<file path="config.mk">
export PLATFORM = sky130hd
export DESIGN_NAME = sc_max7219rx_flat
export DESIGN_NICKNAME = d
export VERILOG_FILES = /design/src/rtl/sc_max7219_pkg.sv /design/src/rtl/sc_max7219rx_if.sv /design/src/rtl/sc_max7219rx_sync.sv /design/src/rtl/sc_max7219rx.sv /design/src/flat_wrapper.sv
export SDC_FILE = /design/constraint.sdc
export NUM_CORES = 1
export LEC_CHECK = 0
export CAP_MARGIN = 10
export CORE_ASPECT_RATIO = 1.75
export CORE_MARGIN = 5
export CORE_UTILIZATION = 50
export DETAILED_ROUTE_END_ITERATION = 8
export GPL_ROUTABILITY_DRIVEN = 0
export GPL_TIMING_DRIVEN = 0
export PLACE_DENSITY = 0.75
export REMOVE_ABC_BUFFERS = 1
export SLEW_MARGIN = 20
export SYNTH_ARGS = -nofsm -noshare
export SYNTH_HDL_FRONTEND = slang
export SYNTH_SLANG_ARGS = --single-unit
export TNS_END_PERCENT = 100
</file>
<file path="constraint.sdc">
create_clock -name SC_MAX7219RX_CLOCK_50 -period 5.7 [get_ports SC_MAX7219RX_CLOCK_50]
set_input_delay 1.425 -clock SC_MAX7219RX_CLOCK_50 [delete_from_list [all_inputs] [get_ports SC_MAX7219RX_CLOCK_50]]
set_output_delay 1.425 -clock SC_MAX7219RX_CLOCK_50 [all_outputs]
set_load 0.03 [all_outputs]
</file>
<file path="src/rtl/sc_max7219_pkg.sv">
// Shared constants for the MAX7219 receive mirror: register addresses, FSM states, reset values.
package sc_max7219_pkg;

  localparam logic [3:0] ADDR_NOOP      = 4'h0;
  localparam logic [3:0] ADDR_DIGIT0    = 4'h1;
  localparam logic [3:0] ADDR_DIGIT1    = 4'h2;
  localparam logic [3:0] ADDR_DIGIT2    = 4'h3;
  localparam logic [3:0] ADDR_DIGIT3    = 4'h4;
  localparam logic [3:0] ADDR_DIGIT4    = 4'h5;
  localparam logic [3:0] ADDR_DIGIT5    = 4'h6;
  localparam logic [3:0] ADDR_DIGIT6    = 4'h7;
  localparam logic [3:0] ADDR_DIGIT7    = 4'h8;
  localparam logic [3:0] ADDR_DECODE    = 4'h9;
  localparam logic [3:0] ADDR_INTENSITY = 4'hA;
  localparam logic [3:0] ADDR_SCANLIMIT = 4'hB;
  localparam logic [3:0] ADDR_SHUTDOWN  = 4'hC;
  localparam logic [3:0] ADDR_DISPTEST  = 4'hF;

  typedef enum logic [1:0] {
    ST_WAIT_HIGH = 2'd0,
    ST_IDLE      = 2'd1,
    ST_SHIFT     = 2'd2,
    ST_LATCH     = 2'd3
  } state_t;

  localparam logic [7:0] RST_DECODE    = 8'h00;
  localparam logic [3:0] RST_INTENSITY = 4'h0;
  localparam logic [2:0] RST_SCANLIMIT = 3'h0;
  localparam logic       RST_SHUTDOWN  = 1'b1;
  localparam logic       RST_DISPTEST  = 1'b0;

  // Row slot for a digit address; 4'hF marks a non-digit address.
  function automatic logic [3:0] digit_slot(input logic [3:0] addr);
    case (addr)
      ADDR_DIGIT0: return 4'd0;
      ADDR_DIGIT1: return 4'd1;
      ADDR_DIGIT2: return 4'd2;
      ADDR_DIGIT3: return 4'd3;
      ADDR_DIGIT4: return 4'd4;
      ADDR_DIGIT5: return 4'd5;
      ADDR_DIGIT6: return 4'd6;
      ADDR_DIGIT7: return 4'd7;
      default:     return 4'hF;
    endcase
  endfunction

endpackage

</file>
<file path="src/rtl/sc_max7219rx_if.sv">
// Serial pins in, mirrored register file out. dout exists only with SC_MAX7219RX_DOUT_EN.
interface sc_max7219rx_if #(parameter int DIGITS = 8);

  logic                  SC_MAX7219RX_din_In;
  logic                  SC_MAX7219RX_ncs_In;
  logic                  SC_MAX7219RX_sclk_In;
  logic [8*DIGITS-1:0]   SC_MAX7219RX_rows_OutBUS;
  logic [7:0]            SC_MAX7219RX_decode_OutBUS;
  logic [3:0]            SC_MAX7219RX_intensity_Out;
  logic [2:0]            SC_MAX7219RX_scanlimit_Out;
  logic                  SC_MAX7219RX_shutdown_Out;
  logic                  SC_MAX7219RX_disptest_Out;
  logic [15:0]           SC_MAX7219RX_word_OutBUS;
  logic                  SC_MAX7219RX_wordvalid_Out;
  logic                  SC_MAX7219RX_frameerr_Out;
`ifdef SC_MAX7219RX_DOUT_EN
  logic                  SC_MAX7219RX_dout_Out;

  modport master (
    output SC_MAX7219RX_din_In, SC_MAX7219RX_ncs_In, SC_MAX7219RX_sclk_In,
    input  SC_MAX7219RX_rows_OutBUS, SC_MAX7219RX_decode_OutBUS, SC_MAX7219RX_intensity_Out,
           SC_MAX7219RX_scanlimit_Out, SC_MAX7219RX_shutdown_Out, SC_MAX7219RX_disptest_Out,
           SC_MAX7219RX_word_OutBUS, SC_MAX7219RX_wordvalid_Out, SC_MAX7219RX_frameerr_Out,
           SC_MAX7219RX_dout_Out
  );

  modport slave (
    input  SC_MAX7219RX_din_In, SC_MAX7219RX_ncs_In, SC_MAX7219RX_sclk_In,
    output SC_MAX7219RX_rows_OutBUS, SC_MAX7219RX_decode_OutBUS, SC_MAX7219RX_intensity_Out,
           SC_MAX7219RX_scanlimit_Out, SC_MAX7219RX_shutdown_Out, SC_MAX7219RX_disptest_Out,
           SC_MAX7219RX_word_OutBUS, SC_MAX7219RX_wordvalid_Out, SC_MAX7219RX_frameerr_Out,
           SC_MAX7219RX_dout_Out
  );
`else
  modport master (
    output SC_MAX7219RX_din_In, SC_MAX7219RX_ncs_In, SC_MAX7219RX_sclk_In,
    input  SC_MAX7219RX_rows_OutBUS, SC_MAX7219RX_decode_OutBUS, SC_MAX7219RX_intensity_Out,
           SC_MAX7219RX_scanlimit_Out, SC_MAX7219RX_shutdown_Out, SC_MAX7219RX_disptest_Out,
           SC_MAX7219RX_word_OutBUS, SC_MAX7219RX_wordvalid_Out, SC_MAX7219RX_frameerr_Out
  );

  modport slave (
    input  SC_MAX7219RX_din_In, SC_MAX7219RX_ncs_In, SC_MAX7219RX_sclk_In,
    output SC_MAX7219RX_rows_OutBUS, SC_MAX7219RX_decode_OutBUS, SC_MAX7219RX_intensity_Out,
           SC_MAX7219RX_scanlimit_Out, SC_MAX7219RX_shutdown_Out, SC_MAX7219RX_disptest_Out,
           SC_MAX7219RX_word_OutBUS, SC_MAX7219RX_wordvalid_Out, SC_MAX7219RX_frameerr_Out
  );
`endif

endinterface

</file>
<file path="src/rtl/sc_max7219rx_sync.sv">
// Input synchronizer plus one edge flop; level, rise and fall all refer to the synced signal.
module sc_max7219rx_sync #(
  parameter int STAGES = 2
) (
  input  logic clk,
  input  logic rst_n,
  input  logic async_in,
  output logic level,
  output logic rise,
  output logic fall
);

  logic [STAGES-1:0] sync_q;
  logic              prev_q;

  // Chain resets low so a pin already high at release is not mistaken for a settled ncs=1.
  always_ff @(posedge clk or negedge rst_n) begin
    if (!rst_n) begin
      sync_q <= '0;
      prev_q <= 1'b0;
    end else begin
      sync_q <= {sync_q[STAGES-2:0], async_in};
      prev_q <= sync_q[STAGES-1];
    end
  end

  assign level = sync_q[STAGES-1];
  assign rise  = sync_q[STAGES-1] & ~prev_q;
  assign fall  = ~sync_q[STAGES-1] & prev_q;

endmodule

</file>
<file path="src/rtl/sc_max7219rx.sv">
// MAX7219 serial receiver and shadow register file. Define SC_MAX7219RX_DOUT_EN for the daisy-chain dout output.
module sc_max7219rx
  import sc_max7219_pkg::*;
#(
  parameter int SYNC_STAGES = 2,
  parameter int DIGITS      = 8
) (
  input  logic                  SC_MAX7219RX_CLOCK_50,
  input  logic                  SC_MAX7219RX_RESET_InLow,
  sc_max7219rx_if.slave         bus
);

  logic clk;
  logic rst_n;
  assign clk   = SC_MAX7219RX_CLOCK_50;
  assign rst_n = SC_MAX7219RX_RESET_InLow;

  logic ncs_lvl, ncs_rise, ncs_fall;
  logic sclk_rise;
  logic din_lvl;
  logic unused_sclk_lvl, unused_sclk_fall, unused_din_rise, unused_din_fall;

  sc_max7219rx_sync #(.STAGES(SYNC_STAGES)) u_sync_ncs (
    .clk(clk), .rst_n(rst_n), .async_in(bus.SC_MAX7219RX_ncs_In),
    .level(ncs_lvl), .rise(ncs_rise), .fall(ncs_fall)
  );

  sc_max7219rx_sync #(.STAGES(SYNC_STAGES)) u_sync_sclk (
    .clk(clk), .rst_n(rst_n), .async_in(bus.SC_MAX7219RX_sclk_In),
    .level(unused_sclk_lvl), .rise(sclk_rise), .fall(unused_sclk_fall)
  );

  sc_max7219rx_sync #(.STAGES(SYNC_STAGES)) u_sync_din (
    .clk(clk), .rst_n(rst_n), .async_in(bus.SC_MAX7219RX_din_In),
    .level(din_lvl), .rise(unused_din_rise), .fall(unused_din_fall)
  );

  state_t              state;
  logic [15:0]         shreg;
  logic [4:0]          cnt;
  logic [8*DIGITS-1:0] rows_q;
  logic [7:0]          decode_q;
  logic [3:0]          intensity_q;
  logic [2:0]          scanlimit_q;
  logic                shutdown_q;
  logic                disptest_q;
  logic [15:0]         word_q;
  logic                wordvalid_q;
  logic                frameerr_q;
  logic [3:0]          addr;
  logic [3:0]          slot;

  assign addr = shreg[11:8];
  assign slot = digit_slot(addr);

  always_ff @(posedge clk or negedge rst_n) begin
    if (!rst_n) begin
      state       <= ST_WAIT_HIGH;
      shreg       <= '0;
      cnt         <= '0;
      rows_q      <= '0;
      decode_q    <= RST_DECODE;
      intensity_q <= RST_INTENSITY;
      scanlimit_q <= RST_SCANLIMIT;
      shutdown_q  <= RST_SHUTDOWN;
      disptest_q  <= RST_DISPTEST;
      word_q      <= '0;
      wordvalid_q <= 1'b0;
      frameerr_q  <= 1'b0;
    end else begin
      wordvalid_q <= 1'b0;
      frameerr_q  <= 1'b0;
      case (state)
        ST_WAIT_HIGH: if (ncs_lvl) state <= ST_IDLE;
        ST_IDLE: begin
          if (ncs_fall) begin
            cnt   <= '0;
            state <= ST_SHIFT;
          end
        end
        ST_SHIFT: begin
          // A bit arriving together with the ncs rise still belongs to this frame.
          if (sclk_rise) begin
            shreg <= {shreg[14:0], din_lvl};
            if (cnt != 5'd16) cnt <= cnt + 5'd1;
          end
          if (ncs_rise) state <= ST_LATCH;
        end
        ST_LATCH: begin
          state <= ST_IDLE;
          if (cnt == 5'd16) begin
            word_q      <= shreg;
            wordvalid_q <= 1'b1;
            for (int k = 0; k < DIGITS; k++) begin
              if (slot == 4'(k)) rows_q[8*k +: 8] <= shreg[7:0];
            end
            case (addr)
              ADDR_NOOP:      ;
              ADDR_DECODE:    decode_q    <= shreg[7:0];
              ADDR_INTENSITY: intensity_q <= shreg[3:0];
              ADDR_SCANLIMIT: scanlimit_q <= shreg[2:0];
              ADDR_SHUTDOWN:  shutdown_q  <= ~shreg[0];
              ADDR_DISPTEST:  disptest_q  <= shreg[0];
              default:        ;
            endcase
          end else begin
            frameerr_q <= 1'b1;
          end
        end
        default: state <= ST_WAIT_HIGH;
      endcase
    end
  end

  assign bus.SC_MAX7219RX_rows_OutBUS   = rows_q;
  assign bus.SC_MAX7219RX_decode_OutBUS = decode_q;
  assign bus.SC_MAX7219RX_intensity_Out = intensity_q;
  assign bus.SC_MAX7219RX_scanlimit_Out = scanlimit_q;
  assign bus.SC_MAX7219RX_shutdown_Out  = shutdown_q;
  assign bus.SC_MAX7219RX_disptest_Out  = disptest_q;
  assign bus.SC_MAX7219RX_word_OutBUS   = word_q;
  assign bus.SC_MAX7219RX_wordvalid_Out = wordvalid_q;
  assign bus.SC_MAX7219RX_frameerr_Out  = frameerr_q;

`ifdef SC_MAX7219RX_DOUT_EN
  logic shifted_q;
  logic dout_q;

  always_ff @(posedge clk or negedge rst_n) begin
    if (!rst_n) begin
      shifted_q <= 1'b0;
      dout_q    <= 1'b0;
    end else begin
      shifted_q <= (state == ST_SHIFT) && sclk_rise;
      if (shifted_q) dout_q <= shreg[15];
    end
  end

  assign bus.SC_MAX7219RX_dout_Out = dout_q;
`endif

endmodule

</file>
<file path="src/flat_wrapper.sv">
// flat-port wrapper written by rule: the top's interface ports become plain ports
module sc_max7219rx_flat import sc_max7219_pkg::*;
#(
  parameter int SYNC_STAGES = 2,
  parameter int DIGITS      = 8
)
  (SC_MAX7219RX_CLOCK_50, SC_MAX7219RX_RESET_InLow, bus_SC_MAX7219RX_din_In, bus_SC_MAX7219RX_ncs_In, bus_SC_MAX7219RX_sclk_In, bus_SC_MAX7219RX_rows_OutBUS, bus_SC_MAX7219RX_decode_OutBUS, bus_SC_MAX7219RX_intensity_Out, bus_SC_MAX7219RX_scanlimit_Out, bus_SC_MAX7219RX_shutdown_Out, bus_SC_MAX7219RX_disptest_Out, bus_SC_MAX7219RX_word_OutBUS, bus_SC_MAX7219RX_wordvalid_Out, bus_SC_MAX7219RX_frameerr_Out);
  sc_max7219rx_if #(.DIGITS(DIGITS)) bus_i ();
  input  logic SC_MAX7219RX_CLOCK_50;
  input  logic SC_MAX7219RX_RESET_InLow;
  input wire logic [$bits(bus_i.SC_MAX7219RX_din_In)-1:0] bus_SC_MAX7219RX_din_In;
  input wire logic [$bits(bus_i.SC_MAX7219RX_ncs_In)-1:0] bus_SC_MAX7219RX_ncs_In;
  input wire logic [$bits(bus_i.SC_MAX7219RX_sclk_In)-1:0] bus_SC_MAX7219RX_sclk_In;
  output wire logic [$bits(bus_i.SC_MAX7219RX_rows_OutBUS)-1:0] bus_SC_MAX7219RX_rows_OutBUS;
  output wire logic [$bits(bus_i.SC_MAX7219RX_decode_OutBUS)-1:0] bus_SC_MAX7219RX_decode_OutBUS;
  output wire logic [$bits(bus_i.SC_MAX7219RX_intensity_Out)-1:0] bus_SC_MAX7219RX_intensity_Out;
  output wire logic [$bits(bus_i.SC_MAX7219RX_scanlimit_Out)-1:0] bus_SC_MAX7219RX_scanlimit_Out;
  output wire logic [$bits(bus_i.SC_MAX7219RX_shutdown_Out)-1:0] bus_SC_MAX7219RX_shutdown_Out;
  output wire logic [$bits(bus_i.SC_MAX7219RX_disptest_Out)-1:0] bus_SC_MAX7219RX_disptest_Out;
  output wire logic [$bits(bus_i.SC_MAX7219RX_word_OutBUS)-1:0] bus_SC_MAX7219RX_word_OutBUS;
  output wire logic [$bits(bus_i.SC_MAX7219RX_wordvalid_Out)-1:0] bus_SC_MAX7219RX_wordvalid_Out;
  output wire logic [$bits(bus_i.SC_MAX7219RX_frameerr_Out)-1:0] bus_SC_MAX7219RX_frameerr_Out;
  assign bus_i.SC_MAX7219RX_din_In = bus_SC_MAX7219RX_din_In;
  assign bus_i.SC_MAX7219RX_ncs_In = bus_SC_MAX7219RX_ncs_In;
  assign bus_i.SC_MAX7219RX_sclk_In = bus_SC_MAX7219RX_sclk_In;
  assign bus_SC_MAX7219RX_rows_OutBUS = bus_i.SC_MAX7219RX_rows_OutBUS;
  assign bus_SC_MAX7219RX_decode_OutBUS = bus_i.SC_MAX7219RX_decode_OutBUS;
  assign bus_SC_MAX7219RX_intensity_Out = bus_i.SC_MAX7219RX_intensity_Out;
  assign bus_SC_MAX7219RX_scanlimit_Out = bus_i.SC_MAX7219RX_scanlimit_Out;
  assign bus_SC_MAX7219RX_shutdown_Out = bus_i.SC_MAX7219RX_shutdown_Out;
  assign bus_SC_MAX7219RX_disptest_Out = bus_i.SC_MAX7219RX_disptest_Out;
  assign bus_SC_MAX7219RX_word_OutBUS = bus_i.SC_MAX7219RX_word_OutBUS;
  assign bus_SC_MAX7219RX_wordvalid_Out = bus_i.SC_MAX7219RX_wordvalid_Out;
  assign bus_SC_MAX7219RX_frameerr_Out = bus_i.SC_MAX7219RX_frameerr_Out;
  sc_max7219rx #(.SYNC_STAGES(SYNC_STAGES), .DIGITS(DIGITS)) u_core (.SC_MAX7219RX_CLOCK_50(SC_MAX7219RX_CLOCK_50), .SC_MAX7219RX_RESET_InLow(SC_MAX7219RX_RESET_InLow), .bus(bus_i));
endmodule
</file>
# Word level (Yosys, flattened, before mapping)
# Memories as Yosys holds them, arrays and structs flattened.
# Index checks and enable logic that the tools add are counted.
# totals
mem_bits_ro	64
memories	1
register_bits	130
# memory_table
name	depth	width	read_ports	rd_clocked_by_memory_dff	wr	line	source
(name not given)	16	4	1	0	0	sc_max7219_pkg.sv:34	case (addr)
# classes
reduce_logical	20
bitwise	7
eq_ne	22
addsub	1
mux	12
# op_table
cell	n
3-bit AND reduction	14
4-bit == test, second input constant	5
4-bit by 3-bit == test with 1-bit output, second input constant	4
5-bit 2-to-1 mux	3
5-bit one-hot mux with 2 select lines	1
4-bit by 2-bit == test with 1-bit output, second input constant	2
2-bit by 1-bit != test with 1-bit output, second input constant	4
2-bit one-hot mux with 4 select lines	1
2-bit 2-to-1 mux	3
5-bit by 1-bit adder with 5-bit output, second input constant	1
5-bit == test, second input constant	1
5-bit != test, second input constant	1
2-bit == test, second input constant	2
4-bit by 1-bit == test with 1-bit output, second input constant	1
4-bit zero test	1
1-bit 2-to-1 mux	4
1-bit NOT	4
2-bit AND reduction	2
4-bit AND reduction	1
1-bit AND	3
2-bit by 1-bit == test with 1-bit output, second input constant	1
2-bit zero test	1
2-bit != test, second input constant	1
2-bit nonzero test	1

# Logic depth before layout (Yosys ltp)
# depth
depth_word	4
depth_mapped	8
ltp_nobuf	7

# Modules after synthesis
# From an unflattened synthesis, not the netlist that was laid out.
# unflattened
hier_cells	373
hier_area_um2	5303.8
# by_module_without_submodules
mod	n_inst	cells_each	area_each_um2
sc_max7219rx	1	358	5033.6
sc_max7219rx_sync	3	5	90.1

# Least setup slack after synthesis
# OpenSTA, ideal clock, no wires.
# synth_timing
kind	reg-to-reg
from	register u_core.shreg[8]
to	register u_core.rows_q[0], in the netlist u_core.bus.SC_MAX7219RX_rows_OutBUS[0]
required_time_ns	5.575
path_slack_ns	3.449
t_arrival_ns	2.126
path_buffers	1
path_stages_with_launch	8
path_cell_list	dfrtp_1 > inv_1 > ha_1 > nor3_1 > a21oi_4 > or3_1 > buf_6 > mux2_4
# synth_via
elab_chain_cells	3
# synth_lines
element	line	source
from (decl)	sc_max7219rx.sv:39	logic [15:0] shreg;
from (signal assigned)	sc_max7219rx.sv:84	shreg <= {shreg[14:0], din_lvl};
memory 16 x 4 bit	--	
4-bit zero test	sc_max7219rx.sv:95	if (slot == 4'(k)) rows_q[8*k +: 8] <= shreg[7:0];
3-bit AND reduction (no source line)	--	
to (signal, indexed assignment)	sc_max7219rx.sv:95	
to (decl)	sc_max7219rx.sv:41	logic [8*DIGITS-1:0] rows_q;
# Every way passes these cells.
# A chain may end at the register's enable or synchronous reset.

# Final worst setup path
# layout_timing
from	register u_core.cnt[0]
to	register u_core.intensity_q[3], in the netlist u_core.bus.SC_MAX7219RX_intensity_Out[3]
# layout_via
elab_chain_cells	2
# layout_lines
element	line	source
from (decl)	sc_max7219rx.sv:40	logic [4:0] cnt;
from (signal assigned)	sc_max7219rx.sv:85	if (cnt != 5'd16) cnt <= cnt + 5'd1;
5-bit == test	sc_max7219rx.sv:91	if (cnt == 5'd16) begin
3-bit AND reduction (no source line)	--	
to (signal assigned)	sc_max7219rx.sv:100	ADDR_INTENSITY: intensity_q <= shreg[3:0];
to (decl)	sc_max7219rx.sv:43	logic [3:0] intensity_q;
# Every way passes these cells.

==> impl_results.md <==
* Status: finished clean
* Total track usage at 20.3%
* Inst Count DP at 589
* Detailed router's first-iteration violation count at 141
* Final core utilization at 67.6%
* Number of hold buffers added after CTS at 0
* Synth Warn # at 0
* Post-synth top area share at 60.7%
* Synth Flop Type: dfrtp_1
* Met2 routed WL at 6.87 mm
* IO buf count at 103
* Synth Register Bits at 130
* Power Total at 2160 uW
* Synth top area cells: dfrtp_1, mux2_2, nand2_1, ha_1, mux2_4
* Most common cell after layout, fill and taps aside: dfrtp_1
* Pwr per Cell Area at 308 nW/um^2
* Pin count of the biggest net entering global routing at 77
* Crit Path Class: flip-flop to flip-flop
* Async set-reset flop share out of synthesis at 100%
* Die area at 12900 sq um
* Worst Clk Skew at 7.88 ps
* Die X at 87.9 microns
* Post-CTS Resized at 0
* Worst IR Drop VDD at 0.236 mV
* H-tree levels at 4
* Netlist cell types at 44
* Startpoint types: flip-flop
* Total CTS buffers at 17
* CP Capture Type: flip-flop
* Sequential share of the synthesized area at 61.2%
* Nets at 497
* Crit-path max FO at 20
* DR pass1 iterations at 4
* Final WL at 12.0 mm
* Final hold vios at 0
* Vias in the first global route at 3679
* Wire length on met3 at 448 microns
* Largest area contributor in the netlist: dfrtp_1
* Worst skew pair latency at 400 ps
* Routed Antenna Nets at 0
* Non-filler instance count after layout at 619
* Period minus WS final at 3180 ps
* Finish-stage setup viols at 0
* Ant diodes at 0
* Clock root cell: clkbuf_16
* Fillcell total at 756
* Dpl hpwl at 8.19 mm
* Layout cell share with drive strength beyond 1 at 29.3%
* Grt ovf at 0
* Std cell rows at 49
* Core footprint at 10400 sq um
* Post-CTS setup buffer count at 0
* Final period utilization at 55.8%
* Area growth, synth to finish at 31.8%
* # DRC at 0
* Sink Count at 130
* Fmax at 315 MHz
* Routed met1 length at 4.53 mm
* Initial Util at 51.3%
* Area of the multi-input gates at 1930 sq um
* Io pins at 104
* CP Data Arrival Time at 3460 ps
* Die height at 146 microns
* CTS tree: yes
* Via count at 3321
* Via-per-instance ratio at 5.37
* Max cap viols at 0
* Unrepaired setup endpoints after global routing: no
* Post-Syn Instances at 373
* Worst slew margin at 48.3%
* Worst Hold Class: flip-flop to flip-flop
* Clock Pin Slew Worst Setup and Hold Paths at 50 ps
* Final TNS setup at 0 ps
* Antenna violations before repair at 0
* First-pass GRT wire length at 19.9 mm
* Slew Viols, Final at 0
* Lkg Pwr at 0.00335 uW
* Most frequent cells in the layout: dfrtp_1, clkdlybuf4s50_1, mux2_2, nand2_1, clkbuf_16
* Top routing layer used: met4
* Register area at 3250 sq um
* Number of synthesized flops with an enable pin at 0
* Worst slew pin tran at 773 ps
* Syn_area_per_cell at 14.2 sq um
* Crit path required time at 5980 ps
* Clock Path Buffers at 2
* Synthesized cell area at 5320 sq um
* Drt wl/cell at 19.5 microns
* Fin Hold WS at 349 ps
==> per-stage QoR <==
stage,setup WS [ps],instance area (sq um)
CTS,2520,7000
floorplan,3270,5230
global placement,-1710,6420
detailed placement,2570,6450
finish,2520,7000
global route,2310,7000
==> worst paths after layout <==
kind | startpoint | to | slack (ps) | cells after the start
worst max-delay path | u_core.cnt[0] | u_core.bus.SC_MAX7219RX_intensity_Out[3] | 2520 | 7
max in group asynchronous | SC_MAX7219RX_RESET_InLow | u_core.bus.SC_MAX7219RX_shutdown_Out | 3970 | 2
worst max register to register | u_core.cnt[0] | u_core.bus.SC_MAX7219RX_intensity_Out[3] | 2520 | 7
worst min-delay path | u_core.u_sync_din.sync_q[0] | u_core.u_sync_din.sync_q[1] | 350 | 0
min in group asynchronous | SC_MAX7219RX_RESET_InLow | u_core.bus.SC_MAX7219RX_decode_OutBUS[4] | 980 | 1
worst min register to register | u_core.u_sync_din.sync_q[0] | u_core.u_sync_din.sync_q[1] | 350 | 0
==> sequential cells by signal (all words and copies together) (netlist names), 3 cells and up <==
name / count
u_core.bus.SC_MAX7219RX_decode_OutBUS: 8
u_core.bus.SC_MAX7219RX_intensity_Out: 4
u_core.bus.SC_MAX7219RX_rows_OutBUS: 64
u_core.bus.SC_MAX7219RX_scanlimit_Out: 3
u_core.bus.SC_MAX7219RX_word_OutBUS: 16
u_core.cnt: 5
u_core.shreg: 16
==> final cells by class <==
class                      instances  area share (%)
inverter                          11           0.589
timing repair buffer             104            15.1
sequential                       130            46.5
clock buffer                      19            6.32
clock inverter                    11            1.63
multi-input combinational        217            27.6
tap                              127            2.27
==> worst max-delay path, cell delays in order (launching register included) <==
cell	delay (ps)
dfrtp_1	410
inv_1	60
ha_1	220
and4bb_2	310
nand2_1	520
clkinv_1	670
nand3_1	470
mux2_2	390
==> cells by family after synthesis <==
logic type	Yosys count	share of synthesized area (%)
adders and majority gates	11	2.59
muxes	97	21.1
xor gates and xnor gates	3	0.494
and+or+nand+nor	85	8.78
DFF	130	61.2
AOI/OAI and AO/OA	21	3.44
buffers and inverters	26	2.40
==> synthesized netlist by cell type (2+ instances only) <==
cell type  instances
clkbuf_1           7
xor2_1             3
buf_6              2
o2111ai_1          4
nor4_4             2
nand3_1            2
mux2_2            87
mux2_4             8
o22ai_1            2
nand2_1           49
buf_2              4
nor2b_1            4
dfrtp_1          129
mux2i_1            2
o21ai_0            8
ha_1              11
and2_1             4
nand4_1            2
inv_1             10
nor2_1             6
nor2_2             4
==> routing by layer <==
metal | vias up | GRT usage [%]
met5 | - | 0
met4 | 0 | 7.07
met3 | 14 | 4.79
met2 | 76 | 35.8
met1 | 1733 | 23.5
li1 | 1498 | -
==> where the power goes <==
part           internal [uW]  switching [uW]  leakage (uW)
registers                946            57.0       0.00178
clock network            646             378      0.000274
logic                   51.7            77.6       0.00129
(Power assumes the default switching activity.)
